$ cat src/rtl/ifu_pkg.sv
// ifu_pkg: shared types, defaults and sizing helper for the instruction fetch unit.
//   ifu_state_t  : fetch FSM states (IDLE, FETCH, FLUSH)
//   ifu_entry_t  : prefetch queue entry {pc, instr}
//   IFU_RESET_PC : default first fetch address
//   IFU_DEPTH    : default prefetch queue depth / credit limit
//   ifu_cnt_w()  : width of a counter able to hold 0..depth
package ifu_pkg;

    typedef enum logic [1:0] {IDLE, FETCH, FLUSH} ifu_state_t;

    typedef struct packed {
        logic [31:0] pc;
        logic [31:0] instr;
    } ifu_entry_t;

    localparam logic [31:0] IFU_RESET_PC = 32'h0000_0000;
    localparam int          IFU_DEPTH    = 4;

    function automatic int ifu_cnt_w(input int depth);
        return $clog2(depth + 1);
    endfunction

endpackage

$ cat src/rtl/ifu_if.sv
// ifu_if: handshake bundle between the fetch unit, instruction memory, the redirect source and decode.
//   imem_req_valid/ready/addr : fetch request channel (fetch unit -> memory)
//   imem_rsp_valid/data       : in-order response channel (memory -> fetch unit)
//   redirect_valid/pc         : branch/jump redirect (datapath -> fetch unit)
//   instr_valid/ready/data/pc : instruction channel (fetch unit -> decode)
//   modport master : fetch unit side; modport slave : memory/datapath side
interface ifu_if;

    logic        imem_req_valid;
    logic        imem_req_ready;
    logic [31:0] imem_req_addr;
    logic        imem_rsp_valid;
    logic [31:0] imem_rsp_data;
    logic        redirect_valid;
    logic [31:0] redirect_pc;
    logic        instr_valid;
    logic        instr_ready;
    logic [31:0] instr_data;
    logic [31:0] instr_pc;

    modport master (
        output imem_req_valid, imem_req_addr, instr_valid, instr_data, instr_pc,
        input  imem_req_ready, imem_rsp_valid, imem_rsp_data, redirect_valid, redirect_pc, instr_ready
    );

    modport slave (
        input  imem_req_valid, imem_req_addr, instr_valid, instr_data, instr_pc,
        output imem_req_ready, imem_rsp_valid, imem_rsp_data, redirect_valid, redirect_pc, instr_ready
    );

endinterface

$ cat src/rtl/ifu_fifo.sv
// ifu_fifo: synchronous FIFO with synchronous flush, any DEPTH (pointers wrap at DEPTH).
//   clk, rst_n : clock, asynchronous active-low reset
//   flush      : empties the FIFO (wins over push/pop)
//   push, din  : write an entry (ignored when full without a same-cycle pop)
//   pop        : drop the head entry (ignored when empty)
//   dout       : head entry, all-zero while empty
//   count      : occupancy 0..DEPTH; empty : occupancy is zero
module ifu_fifo
    import ifu_pkg::*;
#(
    parameter int  DEPTH = IFU_DEPTH,
    parameter type T     = ifu_entry_t
) (
    input  logic                          clk,
    input  logic                          rst_n,
    input  logic                          flush,
    input  logic                          push,
    input  T                              din,
    input  logic                          pop,
    output T                              dout,
    output logic [ifu_cnt_w(DEPTH)-1:0]   count,
    output logic                          empty
);

    localparam int CW = ifu_cnt_w(DEPTH);
    localparam int PW = $clog2(DEPTH);

    T               mem [DEPTH];
    logic [PW-1:0]  wr_ptr, rd_ptr;
    logic           full, do_push, do_pop;

    function automatic logic [PW-1:0] inc(input logic [PW-1:0] p);
        return (p == PW'(DEPTH - 1)) ? '0 : p + PW'(1);
    endfunction

    assign empty   = (count == '0);
    assign full    = (count == CW'(DEPTH));
    assign do_pop  = pop && !empty;
    assign do_push = push && (!full || do_pop);
    // Gate the head with empty so the output is defined (zero) before the first write.
    assign dout    = empty ? '0 : mem[rd_ptr];

    always_ff @(posedge clk or negedge rst_n) begin
        if (!rst_n) begin
            wr_ptr <= '0;
            rd_ptr <= '0;
            count  <= '0;
        end else if (flush) begin
            wr_ptr <= '0;
            rd_ptr <= '0;
            count  <= '0;
        end else begin
            wr_ptr <= do_push ? inc(wr_ptr) : wr_ptr;
            rd_ptr <= do_pop ? inc(rd_ptr) : rd_ptr;
            count  <= count + CW'(do_push) - CW'(do_pop);
        end
    end

    always_ff @(posedge clk) begin
        if (do_push && !flush) mem[wr_ptr] <= din;
    end

endmodule

$ cat src/rtl/instr_fetch_unit.sv
// instr_fetch_unit: PC generation, credit-limited instruction fetch and prefetch queue feeding decode.
//   clk, rst_n : clock, asynchronous active-low reset
//   bus        : ifu_if.master (memory request/response, redirect, decode handshake)
//   perf_fetch_cnt, perf_flush_cnt : saturating delivered-instruction / redirect counters,
//                                    present only when IFU_PERF_CNT_EN is defined
module instr_fetch_unit
    import ifu_pkg::*;
#(
    parameter logic [31:0] RESET_PC = IFU_RESET_PC,
    parameter int          DEPTH    = IFU_DEPTH
) (
    input  logic         clk,
    input  logic         rst_n,
    ifu_if.master        bus
`ifdef IFU_PERF_CNT_EN
    ,
    output logic [31:0]  perf_fetch_cnt,
    output logic [15:0]  perf_flush_cnt
`endif
);

    localparam int CW = ifu_cnt_w(DEPTH);

    ifu_state_t     state, state_nxt;
    logic [31:0]    req_pc, rsp_pc, rdr_pc;
    logic [CW-1:0]  outstanding, out_nxt, drop_cnt, drop_nxt, count;
    logic           rdr, credit, req_fire, push, pop, empty;
    ifu_entry_t     head;

    assign rdr      = bus.redirect_valid;
    assign rdr_pc   = bus.redirect_pc & 32'hFFFF_FFFC;
    // Queued plus in-flight words never exceed DEPTH, so every response has a slot.
    assign credit   = ((CW+1)'(outstanding) + (CW+1)'(count)) < (CW+1)'(DEPTH);
    assign bus.imem_req_valid = (state == FETCH) && credit && !rdr;
    assign bus.imem_req_addr  = req_pc;
    assign req_fire = bus.imem_req_valid && bus.imem_req_ready;
    // drop_cnt is zero in FETCH, so any response outside FLUSH/redirect is live.
    assign push     = bus.imem_rsp_valid && (state == FETCH) && !rdr;
    assign pop      = bus.instr_valid && bus.instr_ready;
    assign out_nxt  = outstanding + CW'(req_fire) - CW'(bus.imem_rsp_valid);
    // On redirect every request still in flight after this cycle becomes stale.
    assign drop_nxt = rdr ? out_nxt
                    : (bus.imem_rsp_valid && drop_cnt != '0) ? drop_cnt - CW'(1) : drop_cnt;

    always_comb begin
        state_nxt = state;
        if (rdr)
            state_nxt = (drop_nxt != '0) ? FLUSH : FETCH;
        else if (state == IDLE)
            state_nxt = FETCH;
        else if (state == FLUSH && drop_nxt == '0)
            state_nxt = FETCH;
    end

    always_ff @(posedge clk or negedge rst_n) begin
        if (!rst_n) begin
            state       <= IDLE;
            req_pc      <= RESET_PC;
            rsp_pc      <= RESET_PC;
            outstanding <= '0;
            drop_cnt    <= '0;
        end else begin
            state       <= state_nxt;
            req_pc      <= rdr ? rdr_pc : req_fire ? req_pc + 32'd4 : req_pc;
            rsp_pc      <= rdr ? rdr_pc : push ? rsp_pc + 32'd4 : rsp_pc;
            outstanding <= out_nxt;
            drop_cnt    <= drop_nxt;
        end
    end

    ifu_fifo #(.DEPTH(DEPTH), .T(ifu_entry_t)) u_fifo (
        .clk   (clk),
        .rst_n (rst_n),
        .flush (rdr),
        .push  (push),
        .din   ('{pc: rsp_pc, instr: bus.imem_rsp_data}),
        .pop   (pop),
        .dout  (head),
        .count (count),
        .empty (empty)
    );

    assign bus.instr_valid = !empty;
    assign bus.instr_data  = head.instr;
    assign bus.instr_pc    = head.pc;

`ifdef IFU_PERF_CNT_EN
    always_ff @(posedge clk or negedge rst_n) begin
        if (!rst_n) begin
            perf_fetch_cnt <= '0;
            perf_flush_cnt <= '0;
        end else begin
            perf_fetch_cnt <= (pop && !(&perf_fetch_cnt)) ? perf_fetch_cnt + 32'd1 : perf_fetch_cnt;
            perf_flush_cnt <= (rdr && !(&perf_flush_cnt)) ? perf_flush_cnt + 16'd1 : perf_flush_cnt;
        end
    end
`endif

endmodule

$ cat src/flat_wrapper.sv
// flat-port wrapper written by rule: the top's interface ports become plain ports
module instr_fetch_unit_flat import ifu_pkg::*;
#(
    parameter logic [31:0] RESET_PC = IFU_RESET_PC,
    parameter int          DEPTH    = IFU_DEPTH
)
  (clk, rst_n, bus_imem_req_valid, bus_imem_req_addr, bus_instr_valid, bus_instr_data, bus_instr_pc, bus_imem_req_ready, bus_imem_rsp_valid, bus_imem_rsp_data, bus_redirect_valid, bus_redirect_pc, bus_instr_ready);
  ifu_if bus_i ();
  input  logic clk;
  input  logic rst_n;
  output wire logic [$bits(bus_i.imem_req_valid)-1:0] bus_imem_req_valid;
  output wire logic [$bits(bus_i.imem_req_addr)-1:0] bus_imem_req_addr;
  output wire logic [$bits(bus_i.instr_valid)-1:0] bus_instr_valid;
  output wire logic [$bits(bus_i.instr_data)-1:0] bus_instr_data;
  output wire logic [$bits(bus_i.instr_pc)-1:0] bus_instr_pc;
  input wire logic [$bits(bus_i.imem_req_ready)-1:0] bus_imem_req_ready;
  input wire logic [$bits(bus_i.imem_rsp_valid)-1:0] bus_imem_rsp_valid;
  input wire logic [$bits(bus_i.imem_rsp_data)-1:0] bus_imem_rsp_data;
  input wire logic [$bits(bus_i.redirect_valid)-1:0] bus_redirect_valid;
  input wire logic [$bits(bus_i.redirect_pc)-1:0] bus_redirect_pc;
  input wire logic [$bits(bus_i.instr_ready)-1:0] bus_instr_ready;
  assign bus_imem_req_valid = bus_i.imem_req_valid;
  assign bus_imem_req_addr = bus_i.imem_req_addr;
  assign bus_instr_valid = bus_i.instr_valid;
  assign bus_instr_data = bus_i.instr_data;
  assign bus_instr_pc = bus_i.instr_pc;
  assign bus_i.imem_req_ready = bus_imem_req_ready;
  assign bus_i.imem_rsp_valid = bus_imem_rsp_valid;
  assign bus_i.imem_rsp_data = bus_imem_rsp_data;
  assign bus_i.redirect_valid = bus_redirect_valid;
  assign bus_i.redirect_pc = bus_redirect_pc;
  assign bus_i.instr_ready = bus_instr_ready;
  instr_fetch_unit #(.RESET_PC(RESET_PC), .DEPTH(DEPTH)) u_core (.clk(clk), .rst_n(rst_n), .bus(bus_i));
endmodule
$ cat config.mk
export PLATFORM = sky130hd
export DESIGN_NAME = instr_fetch_unit_flat
export DESIGN_NICKNAME = d
export VERILOG_FILES = /design/src/rtl/ifu_pkg.sv /design/src/rtl/ifu_if.sv /design/src/rtl/ifu_fifo.sv /design/src/rtl/instr_fetch_unit.sv /design/src/flat_wrapper.sv
export SDC_FILE = /design/constraint.sdc
export NUM_CORES = 1
export LEC_CHECK = 0
export CELL_PAD_IN_SITES_DETAIL_PLACEMENT = 1
export CELL_PAD_IN_SITES_GLOBAL_PLACEMENT = 2
export CORE_UTILIZATION = 37
export CTS_CLUSTER_SIZE = 20
export DETAILED_ROUTE_END_ITERATION = 8
export GPL_TIMING_DRIVEN = 0
export MAX_ROUTING_LAYER = met4
export PLACE_DENSITY_LB_ADDON = 0.1
export RECOVER_POWER = 50
export SLEW_MARGIN = 10
export SYNTH_ARGS = -nofsm -noshare
export SYNTH_HDL_FRONTEND = slang
export SYNTH_HIERARCHICAL = 1
export SYNTH_SLANG_ARGS = --single-unit
$ cat constraint.sdc
create_clock -name clk -period 6.15 [get_ports clk]
set_input_delay 1.23 -clock clk [delete_from_list [all_inputs] [get_ports clk]]
set_output_delay 1.23 -clock clk [all_outputs]
set_load 0.01 [all_outputs]
==> qor.yml <==
nets: 1177
final.setup_skew_ns: 0.0186
portBuffers: 163
holdWs_ns: 0.544
drv_slew: 78
grt_max_degree: 44
synthDistinctLibCells: 56
area_growth_pct: 27.8
ys_async_sr_fraction_pct: 22.7
worst_r2r_path_depth: 10
boundaryPins: 168
syn_area_um2: 14100
final_cell_mix: "edfxtp_1 (256), clkdlybuf4s50_1 (97), dfrtp_1 (75)"
r2r_end: "u_core/u_fifo/mem[0][33]"
hold_class: "flip-flop to flip-flop"
drtAntennaViolNets: 0
grt_pass1_vias: 8755
final_area_um2: 18000
clock_sinks: 331
holdPathEnd: "u_core/u_fifo/mem[0][53]"
start_kind: "primary input"
rr_startpoint: "u_core/u_fifo/count[1]"
ctsResizeCount: 0
layout_commonest_cell: "edfxtp_1"
worstSetupEndpointType: "flip-flop"
die_y_um: 197
synth_ff_type: "edfxtp_1"
gp_congestion: 0.754
r2r_slack_ns: 2.53
core_area_um2: 37600
cpMostUsedCell: "clkbuf_1"
place_hpwl_mm: 24.6
drt_iter0_drc: 265
irDropWorstVdd_mv: 0.160
path_clk_slew_ns: 0.06
drive_above_1_share_pct: 19.5
synthTopCellsByArea: "edfxtp_1 (55%), dfrtp_1 (13%), mux4_2 (10%)"
fmax_mhz: 195
overflow: 0
slew_headroom_pct: -66.3
path_cells: "dlygate4sd3_1 > clkbuf_1 > clkbuf_1 > clkbuf_1 > clkbuf_1 > nor2_1 > o41a_1 > inv_1 > ha_1 > inv_1 > ha_1 > inv_1 > fa_1 > xnor2_1 > xnor2_1 > nor2_1"
crit_path_max_fanout: 10
cp_slowest_cell: "dlygate4sd3_1"
diodes: 0
hold_depth: 0
grt.met1_usage_pct: 25.4
seq_area_frac_synth_pct: 67.9
drt_first_pass_iters: 4
tightest_slew_ns: 2.49
crit_required_ns: 6.51
ys_warn_count: 6
wl_mm: 34.1
grt_pass1_wl_mm: 52.9
crit_type: "primary input to flip-flop"
clock_latency_ns: 0.52
wl_per_cell_um: 20.9
p_per_area_nw_per_um2: 305
violations: "capacitance limit, slew limit"
top_usage_layer: "met2"
die_w_um: 197
hold_buffers: 0
cts_tree: "built"
root_buffer: "clkbuf_16"
instances_no_fill: 1630
die-area_um2: 38800
drc: 0
finalCriticalPeriod_ns: 5.14
place_area_um2: 16700
synth_edf_count: 256
syn_avg_cell_area_um2: 16.5
synth_area_leader_cell: "edfxtp_1"
yosys.area.top_type_share_pct: 54.6
min_period_over_period_pct: 83.5
arrival_ns: 5.50
use_met2_pct: 29.6
critPathMaxStageDelay_ns: 0.63
cap_violations: 2
start_util_pct: 37.5
final_core_util_pct: 47.9
leakage_nw: 6.05
rsz0062_at_grt: "no"
drt-vias-per-instance: 4.97
finalSetupTns_ns: 0
syn_inst: 851
antenna_found_initial: 0
numCtsBuffers: 38
dpl.cell_count: 1562
min-delay-start: "u_core/rsp_pc[21]"
ys_ff_latch: 331
row_count: 71
grt_usage_pct: 18.6
timing_hold_violations_final: 0
status: "finished with violations"
grtUsageMet3_pct: 2.63
cts_max_level: 2
setup_viol: 0
cts_setup_buffers: 0
cts.path.max_buffers: 3
via_count: 8107
[through the flow]
step                setup slack (ns)  power, mW
CTS                            0.976       5.59
finish                          1.01       5.49
floorplan                      -1.55       2.92
detailed placement             0.444       3.21
global placement               -6.99       3.20
global route                   0.631       5.71
[registers in the layout, summed over array words and instances (netlist names), 3 cells and up]
register and count:
u_core/u_fifo/mem 256, u_core/drop_cnt 3, u_core/u_fifo/count 3, u_core/rsp_pc 30
u_core/outstanding 3, u_core/bus.imem_req_addr 30
[report_power, final]
| part | internal, mW | total, mW | switching [mW] | leakage, nW |
|---|---|---|---|---|
| Combinational | 0.263 | 0.527 | 0.264 | 2.23 |
| Clock | 1.46 | 2.35 | 0.896 | 0.639 |
| Sequential | 2.51 | 2.62 | 0.104 | 3.19 |
[cells by family (layout without fill, tap and decap cells)]
| family | after synthesis | in the layout | synth area share (%) |
|---|---|---|---|
| and+or+nand+nor | 238 | 238 | 9.79 |
| xor gates and xnor gates | 49 | 49 | 3.05 |
| adders and majority gates | 16 | 16 | 1.53 |
| other | 1 | 10 | 0.0266 |
| AOI/OAI and AO/OA | 54 | 54 | 2.60 |
| muxes | 97 | 97 | 12.9 |
| buffers and inverters | 65 | 324 | 2.19 |
| DFF | 331 | 331 | 67.9 |
[Yosys cell counts (5+ instances only)]
cell,n
nor3_1,11
a31oi_1,6
dfrtp_1,75
nand4_1,21
buf_1,6
mux2_2,32
nor2b_1,66
nand2b_1,9
o31a_1,5
buf_2,8
xnor2_1,36
inv_1,23
a21oi_1,6
ha_1,14
xor2_1,13
edfxtp_1,256
clkbuf_1,16
and3_1,8
and4_1,7
nand2_1,34
mux4_2,64
nand3_1,23
nor2_1,21
o21ai_0,13
buf_6,5
nor4_1,10
a21boi_0,7
[critical path, delay by kind of cell]
family          cells  cell delay [ns]
xor+xnor            2             0.32
buf+inv             8             2.82
fa+ha+maj           3             0.79
compound gates      1             0.18
simple gates        2             0.16
[layer usage]
metal	part of all wire, %	up-vias
met5	0	-
met4	1.6	0
met3	3.7	44
met2	48	180
met1	47	4133
li1	-	3750
[final cells by class]
cell class	instances	area [um^2]
inverters	25	93.8
multi-input cells	464	4270
plain buffers	40	214
flip-flops and latches	331	9560
repair buffers	191	1920
well taps	511	639
clock buffers	44	995
clock inverters	24	304
fillers	3646	19600
[worst max path at each step]
stage                  startpoint                        to  slack [ns]  cells past startpoint
2_1_floorplan  bus_redirect_valid   u_core/u_fifo/mem[0][0]       -1.55                      8
3_3_place_gp   bus_redirect_valid  u_core/u_fifo/mem[2][25]       -6.99                      9
3_5_place_dp   bus_redirect_valid    u_core/u_fifo/count[2]        0.44                     16
4_1_cts        bus_redirect_valid    u_core/u_fifo/count[2]        0.98                     16
5_1_grt        bus_redirect_valid    u_core/u_fifo/count[2]        0.63                     16
6_report       bus_redirect_valid    u_core/u_fifo/count[2]        1.01                     16
Power figures use the tool's default switching activity.
